### src/rtl/fdam_wr_req_rr_scheduler_4.sv
// Four-requester write-request scheduler: per-requester input FIFOs, round-robin grant, output FIFO.
// Defining WR_REQ_BURST_LOCK_EN holds the grant on one requester for up to BURST_LEN consecutive words.
module fdam_wr_req_rr_scheduler_4 #(
    parameter int DATA_WIDTH             = 32,
    parameter int INPUT_FIFO_DEPTH_BITS  = 4,
    parameter int OUTPUT_FIFO_DEPTH_BITS = 4,
    parameter int BURST_LEN              = 4
) (
    input  logic                    clk,
    input  logic                    rst,
    input  logic [3:0]              req_wr_en_in,
    input  logic [4*DATA_WIDTH-1:0] req_wr_data_in,
    output logic [3:0]              req_wr_available_in,
    input  logic                    req_wr_available_out,
    output logic                    req_wr_en_out,
    output logic [DATA_WIDTH-1:0]   req_wr_data_out,
    output logic [3:0]              overflow_err
);
    localparam int IB = INPUT_FIFO_DEPTH_BITS;
    localparam int OB = OUTPUT_FIFO_DEPTH_BITS;
    localparam logic [IB:0] I_FULL  = {1'b1, {IB{1'b0}}};
    localparam logic [IB:0] I_AVAIL = I_FULL - (IB+1)'(2);
    localparam logic [OB:0] O_FULL  = {1'b1, {OB{1'b0}}};

    logic [DATA_WIDTH-1:0] r_imem [4][1<<IB];
    logic [IB-1:0]         r_iwp  [4];
    logic [IB-1:0]         r_irp  [4];
    logic [IB:0]           r_icnt [4];
    logic [DATA_WIDTH-1:0] r_omem [1<<OB];
    logic [OB-1:0]         r_owp, r_orp;
    logic [OB:0]           r_ocnt;
    logic [1:0]            r_ptr;
    logic [3:0]            r_avail, r_ovf;
    logic                  r_en_out;
    logic [DATA_WIDTH-1:0] r_dout;

    logic [3:0]            w_ipush, w_ipop, w_inempty;
    logic [IB:0]           w_icnt_nxt [4];
    logic                  w_opop, w_oroom, w_rr_vld, w_cand_vld, w_gnt;
    logic [1:0]            w_rr_idx, w_gidx;
    logic [DATA_WIDTH-1:0] w_gdata;

    always_comb begin
        for (int i = 0; i < 4; i++) begin
            w_inempty[i] = (r_icnt[i] != '0);
            w_ipush[i]   = req_wr_en_in[i] && (r_icnt[i] != I_FULL);
        end
    end

    // Scan from ptr+4 (the last winner) down to ptr+1 so the nearest successor wins.
    always_comb begin
        w_rr_vld = 1'b0;
        w_rr_idx = r_ptr;
        for (int k = 4; k >= 1; k--) begin
            if (w_inempty[r_ptr + k[1:0]]) begin
                w_rr_vld = 1'b1;
                w_rr_idx = r_ptr + k[1:0];
            end
        end
    end

    assign w_opop  = (r_ocnt != '0) && req_wr_available_out;
    assign w_oroom = (r_ocnt != O_FULL) || w_opop;

`ifdef WR_REQ_BURST_LOCK_EN
    localparam int BCW = $clog2(BURST_LEN + 1);
    typedef enum logic {S_IDLE, S_LOCK} state_t;
    state_t         r_state;
    logic [1:0]     r_lidx;
    logic [BCW-1:0] r_bcnt;
    logic           w_hold;

    assign w_hold     = (r_state == S_LOCK) && w_inempty[r_lidx] && (r_bcnt < BCW'(BURST_LEN));
    assign w_cand_vld = w_hold || w_rr_vld;
    assign w_gidx     = w_hold ? r_lidx : w_rr_idx;

    // A full output FIFO stalls a held burst without ending it.
    always_ff @(posedge clk or negedge rst) begin
        if (!rst) begin
            r_state <= S_IDLE;
            r_lidx  <= 2'd0;
            r_bcnt  <= '0;
        end else if (w_gnt) begin
            r_state <= S_LOCK;
            if (w_hold) begin
                r_bcnt <= r_bcnt + BCW'(1);
            end else begin
                r_lidx <= w_gidx;
                r_bcnt <= BCW'(1);
            end
        end else if (!w_hold) begin
            r_state <= S_IDLE;
        end
    end
`else
    assign w_cand_vld = w_rr_vld;
    assign w_gidx     = w_rr_idx;
`endif

    assign w_gnt   = w_cand_vld && w_oroom;
    assign w_gdata = r_imem[w_gidx][r_irp[w_gidx]];

    always_comb begin
        for (int i = 0; i < 4; i++) begin
            w_ipop[i]     = w_gnt && (w_gidx == 2'(i));
            w_icnt_nxt[i] = r_icnt[i] + (IB+1)'(w_ipush[i]) - (IB+1)'(w_ipop[i]);
        end
    end

    always_ff @(posedge clk) begin
        for (int i = 0; i < 4; i++) begin
            if (w_ipush[i]) r_imem[i][r_iwp[i]] <= req_wr_data_in[i*DATA_WIDTH +: DATA_WIDTH];
        end
        if (w_gnt) r_omem[r_owp] <= w_gdata;
    end

    // Availability is derived from the next count so it is already low when the FIFO is one slot from full.
    always_ff @(posedge clk or negedge rst) begin
        if (!rst) begin
            for (int i = 0; i < 4; i++) begin
                r_iwp[i]  <= '0;
                r_irp[i]  <= '0;
                r_icnt[i] <= '0;
            end
            r_owp    <= '0;
            r_orp    <= '0;
            r_ocnt   <= '0;
            r_ptr    <= 2'd3;
            r_avail  <= '0;
            r_ovf    <= '0;
            r_en_out <= 1'b0;
            r_dout   <= '0;
        end else begin
            for (int i = 0; i < 4; i++) begin
                if (w_ipush[i]) r_iwp[i] <= r_iwp[i] + IB'(1);
                if (w_ipop[i])  r_irp[i] <= r_irp[i] + IB'(1);
                r_icnt[i]  <= w_icnt_nxt[i];
                r_avail[i] <= (w_icnt_nxt[i] <= I_AVAIL);
                r_ovf[i]   <= r_ovf[i] | (req_wr_en_in[i] && !w_ipush[i]);
            end
            if (w_gnt) begin
                r_owp <= r_owp + OB'(1);
                r_ptr <= w_gidx;
            end
            if (w_opop) begin
                r_orp  <= r_orp + OB'(1);
                r_dout <= r_omem[r_orp];
            end
            r_en_out <= w_opop;
            r_ocnt   <= r_ocnt + (OB+1)'(w_gnt) - (OB+1)'(w_opop);
        end
    end

    assign req_wr_available_in = r_avail;
    assign overflow_err        = r_ovf;
    assign req_wr_en_out       = r_en_out;
    assign req_wr_data_out     = r_dout;
endmodule

### config.mk
export PLATFORM = sky130hd
export DESIGN_NAME = fdam_wr_req_rr_scheduler_4
export DESIGN_NICKNAME = d
export VERILOG_FILES = /design/src/rtl/fdam_wr_req_rr_scheduler_4.sv
export SDC_FILE = /design/constraint.sdc
export NUM_CORES = 2
export LEC_CHECK = 0
export CORE_ASPECT_RATIO = 0.5
export CORE_MARGIN = 8
export CORE_UTILIZATION = 62
export DETAILED_ROUTE_END_ITERATION = 6
export PLACE_DENSITY_LB_ADDON = 0.15
export SYNTH_ARGS = -nofsm -noshare
export SYNTH_HDL_FRONTEND = slang
export SYNTH_SLANG_ARGS = --single-unit
### constraint.sdc
create_clock -name clk -period 10.4 [get_ports clk]
set_clock_uncertainty 0.2 [all_clocks]
set_input_delay 2.6 -clock clk [delete_from_list [all_inputs] [get_ports clk]]
set_output_delay 2.6 -clock clk [all_outputs]
set_load 0.005 [all_outputs]
### After elaboration in Yosys (flattened, before gate mapping)

Memory sizes are Yosys's and may differ from the RTL's. A register that Yosys moved wholly into a read port is not among the register bits.
Index checks and enable logic that the tools add are counted.

* add/sub/neg operators: 23
* order comparisons: 18
* bitwise logic cells: 10
* reduce and logical (&&, ||, !) cells: 30
* multiplexer cells: 39
* eq/ne operators: 8

Operators with widths (number)
* 2-to-1 mux 512 bit: 4
* demux 32 bit (select 4 bit): 4
* 2-to-1 mux 32 bit: 6
* binary-select mux 32 bit (select 4 bit): 1
* adder 4 x 1 -> 4 bit, second input constant: 10
* adder 5 x 1 -> 5 bit: 5
* greater-or-equal comparator 5 bit, second input constant: 5
* inequality test 5 bit, second input constant: 5
* NOT 4 -> 5 bit: 5
* nonzero test 5 bit: 5
* subtractor 5 x 1 -> 5 bit: 5
* less-or-equal comparator 5 x 4 -> 1 bit, second input constant: 4
* less-than comparator 5 x 1 -> 1 bit, second input constant: 4
* logical AND 1 bit: 18
* 2-to-1 mux 1 bit: 14
* less-than comparator 2 x 3 -> 1 bit, second input constant: 4
* binary-select mux 1 bit (select 2 bit): 4
* binary-select mux 4 bit (select 2 bit): 1
* 2-to-1 mux 4 bit: 2
* 2-to-1 mux 2 bit: 3
* logical NOT 1 bit: 5
* adder 2 bit, second input constant: 2
* == test 2 bit, second input constant: 2
* OR 1 bit: 4
* other kinds (6): 6

* register bits after elaboration: 76
* word-level logic and storage cells: 149
* memories: 2
* bits in writable memories: 2560
* input port bits: 135
* output and inout bits: 41

Memories
* r_imem: words 4, width 512, rd ports 1, clocked after Yosys merged registers in 0, wr ports 4, line 25 `logic [DATA_WIDTH-1:0] r_imem [4][1<<IB];`
* r_omem: words 16, width 32, rd ports 1, clocked after Yosys merged registers in 1, wr ports 1, line 29 `logic [DATA_WIDTH-1:0] r_omem [1<<OB];`

### Longest topological paths before layout

* word-level depth: 14
* gate-level depth with buffers: 21
* depth with buffers taken out: 19

### Least setup slack after synthesis

No wires, ideal clock.

* path type: input to register
* from: input port req_wr_en_in[2]
* to: memory r_imem[2][384] (netlist bit) (enable)
* path slack: 3.534 ns
* stages on the path: 4
* required time: 9.699 ns
* path buffers: 1
* library setup time: 0.501 ns
* arrival time: 6.165 ns
* cell sequence: nor2b_1 clkbuf_1 inv_1 nor4_1

RTL lines
* from (decl): line 11 `input logic [3:0] req_wr_en_in,`
* to (decl): line 25

### Final worst setup path

* from: register r_icnt[2] (netlist bit)
* to: memory r_omem[2][13], data pin

* longest elaborated chain between the ends: 14
* elaborated cells on any way between the ends: 19
* classes of those cells: mux (15); bitwise (2); reduce/logical (1); memory (1)

RTL lines
* from (decl): line 28 `logic [IB:0] r_icnt [4];`
* from (signal, indexed assignment): line 137 `r_icnt[i] <= w_icnt_nxt[i];`
* nonzero test 5 bit *: line 45 `w_inempty[i] = (r_icnt[i] != '0);`
* binary-select mux 1 bit (select 2 bit): line 55 `if (w_inempty[r_ptr + k[1:0]]) begin`
* 2-to-1 mux 1 bit (not written as such): line 55
* 2-to-1 mux 2 bit (2 in series): line 55
* 2-to-1 mux 2 bit *: line 55
* NOT 2 -> 3 bit (not written as such): line 101 `assign w_gdata = r_imem[w_gidx][r_irp[w_gidx]];`
* binary-select mux 4 bit (select 2 bit): line 101
* 2-to-1 mux 4 bit (not written as such) (2 in series): line 101
* NOT 4 -> 5 bit (not written as such): line 101
* binary-select mux 32 bit (select 4 bit) *: line 101
* 2-to-1 mux 32 bit (not written as such) * (2 in series): line 101
* named net w_gdata[13]: line 41 `logic [DATA_WIDTH-1:0] w_gdata;`
* to (decl): line 29

The timed path passes the listed nets; every way through them passes the cells marked *. The select of a mux whose other input is x is not followed.

==> results <==
- The overall die area is 186500 um^2.
- The standard cell area after detailed placement is 111100 um^2.
- The netlist uses 50 different library cells.
- The pin slew with the least headroom to its limit is 1.526 ns.
- After floorplanning, the core was sized to cover 170700 um^2.
- The global-route met1 utilization is 46.29%.
- Cells with a size suffix above 1 make up 12.61% of the layout.
- The final reports fail on max-capacitance violations, max-slew violations.
- The arrival time of data at the critical path endpoint is 7.22 ns.
- The number of core rows is 107.
- The worst-skew pair later-pin latency is 0.87 ns.
- The post-synthesis instance total is 6391.
- The share of synthesized area occupied by flip-flops and latches is 74.56%.
- The routed layout has 61200 vias.
- The DRC violation count after routing is 0.
- The top cell types in the final layout, fill and taps aside, are edfxtp_1, nand2_1, mux2i_1.
- The final-report max-slew violation count was 34.
- In this run the cell area of the synthesized design comes to 106700 um^2.
- The effective utilization at floorplan is 62.53%.
- Routability-driven placement finished with a final weighted congestion of 0.8256.
- The area used by multi-input combinational logic is 25580 um^2.
- The highest fanout seen on the critical path is 96.
- In the global route stage, met2 resource usage came out at 48.23%.
- The area of all placed cells without fillers is 117900 um^2.
- Counting instances, the worst hold path has a depth of 1.
- The library cell with the largest summed area after synthesis is edfxtp_1.
- The number of endpoints with negative hold slack in the final report was 0.
- By area the synthesized netlist is led by edfxtp_1, mux2i_1, mux4_2, nand2_1, dfrtp_1.
- The number of violations reported at the end of detailed-routing iteration 0 is 9456.
- The slowest stage of the critical path belongs to the cell nand4_1.
- Registers take 79590 um^2.
- The die is 602.8 um wide.
- The met3 capacity usage during global routing is 8.050%.
- TritonCTS created 223 clock buffers.
- The library cell used most frequently in the layout, excluding fill and tap cells, is edfxtp_1.
- Clock-pin slew was measured on the worst setup and hold paths at 0.07 ns.
- The maximum clock rate is 0.1368 GHz.
- The share of flip-flops with an asynchronous set or reset is 4.048%.
- The via count of the first global-routing pass is 59530.
- The worst reg-to-reg path cell count is 14.
- In this design, the critical path's most frequently occurring cell is buf_4.
- The pin count of the biggest net entering global routing is 165.
- The average wire per cell in the routed design is 34.12 um.
- Dividing the final minimum period by the clock period gives 70.31%.
- Setup repair after global routing left no endpoint under its margin.
- Counting along the longest clock path gives a buffer depth of 4.
- The final-layout setup total negative slack is 0 ns.
- The area growth from synthesis to final layout is 10.43%.
- TritonCTS built the clock tree.
- Global routing consumed, over all layers together, 32.23% of the routing resources.
- The worst setup path is launched from a flop.
- The run finished, with violations left.
- Max-cap violations in this run came to 3.
- The clock net sink count is 2668.
- The average instance in the mapped netlist occupies 16.70 um^2.
- The number of synthesized flops with an enable pin is 2560.
- Summed over its instances, the top area cell type makes up 72.02% of the synthesized netlist area.
- The HPWL after detailed placement is 152.7 mm.
- The first TritonRoute pass finished after 6 iterations.
- The synthesized netlist net count is 6586.
- For this run, the leading register cell type out of synthesis is edfxtp_1.
- In this run, synthesis produced a sequential element count of 2668.
- The number of placed I/O pins is 176.
- The number of H-tree branching levels is 4.
- The number of fill cells is 10830.
- For this run, the number of Yosys warnings is 0.
- The most used routing layer is met2.
- The count of instances resized after the clock tree is built is 0.
- The height of the die is 309.4 um.
- On the worst path, the slowest cell contributes a delay of 1.16 ns.
- Using the TritonRoute via totals, the vias-per-cell ratio works out to 6.814.
- The worst setup path is of the flop to flop kind.
- The kind of end point of the critical path is a flop.
- Walking the worst path, the cells encountered are inv_1, ha_1, nor4b_1, nor3b_1, a2111o_2, buf_12, buf_4, buf_4, mux2_2, nor2_1, a211oi_1, a311o_1, nand3_1, nand4_1.
- The count of buffers inserted at the top-level ports is 175.
- The worst relative slew slack is -2.046%.
- The initial antenna violation count came to 17.
- The net count of the finished layout is 6704.
- The buffers inserted during post-CTS setup optimization is 0.
- The detail route stage leaves a number of antenna-violating nets equal to 0.
- The first global-routing pass estimated 430.6 mm of wire.
- Setup violations remaining at the end of the flow were counted as 0.
- The post-cts hold buffer count is 0.
- At the worst endpoint, the required time is 10.31 ns.
- The routed design could run at a clock period as short as 7.313 ns.
- The overall routed net length is 306.4 mm.
- The clock tree root buffer cell is clkbuf_16.
- The worst min-delay path category is flop to flop.
- After global routing the overflow that remains totals 0.
-- path summary, 6_finish.rpt --
kind	startpoint	end	slack, ns
worst min-delay path	overflow_err[0]	overflow_err[0]	0.26
min in group asynchronous	rst	req_wr_data_out[21]	1.47
max in group asynchronous	rst	r_icnt[9]	7.27
worst min register to register	overflow_err[0]	overflow_err[0]	0.26
worst max-delay path	r_icnt[2]	r_omem[2][13]	3.09
worst max register to register	r_icnt[2]	r_omem[2][13]	3.09
-- layout make-up --
| type | instances | area share, % |
|---|---|---|
| clock buffers | 277 | 4.915 |
| multi-input cells | 3255 | 21.70 |
| flip-flops and latches | 2668 | 67.52 |
| repair buffers | 301 | 2.417 |
| well taps | 2289 | 2.430 |
| inverters | 60 | 0.1911 |
| diodes | 15 | 0.03184 |
| clock inverters | 117 | 0.7940 |
-- kinds of logic (layout without fill, tap and decap cells) --
kind of cell    Yosys count  in the layout  synth area share [%]
compound gates          550            550                 4.306
fa+ha+maj                60             60                0.7385
buf+inv                 468            755                 1.870
mux                     974            974                 11.21
other cells               0             15                     0
xor+xnor                 50             50                0.4103
flops                  2668           2668                 74.56
simple gates           1621           1621                 6.913
-- Yosys cell counts (all sizes together), types with 42 or more instances --
library cell	instances
a211oi	256
a311o	128
and2	165
and3	133
buf	168
clkbuf	240
dfrtp	106
edfxtp	2560
ha	55
inv	59
mux2	166
mux2i	648
mux4	160
nand2	797
nand3	260
nand4	42
nor2	183
o311ai	128
-- registers in the layout, indices dropped and copies added (netlist names) --
signal,cells
r_owp,4
req_wr_en_out,1
r_ocnt,5
r_icnt,20
r_iwp,16
r_irp,16
req_wr_data_out,32
r_omem,512
r_imem,2048
overflow_err,4
r_orp,4
r_ptr,2
req_wr_available_in,4
-- through the flow --
step                      hold WS [ns]  setup WS, ns  cells  util [%]
after floorplan                 0.2449         3.534   6391         -
after global placement          0.2396         3.733   8573     65.09
after detailed placement        0.2507         3.561   8573     65.09
after CTS                       0.2632         3.533   8967     69.03
after global routing            0.2733         3.007   8979     69.05
final                           0.2593         3.087   8982     69.05
-- critical path: cells and delay by family, from the launching register on --
kind | cells | cell delay (ns)
adders and majority gates | 1 | 0.23
and+or+nand+nor | 5 | 2.10
DFF | 1 | 0.35
AOI/OAI and AO/OA | 3 | 0.80
buffers and inverters | 4 | 2.16
muxes | 1 | 0.42
-- layer usage --
| layer | wire length, um | up-vias |
|---|---|---|
| met5 | 7 | - |
| met4 | 12740 | 2 |
| met3 | 41820 | 720 |
| met2 | 135500 | 4396 |
| met1 | 116300 | 30980 |
| li1 | - | 25110 |
Power is not shown: default switching activity piles up to over one toggle a cycle in this logic, so the estimate is an artifact.
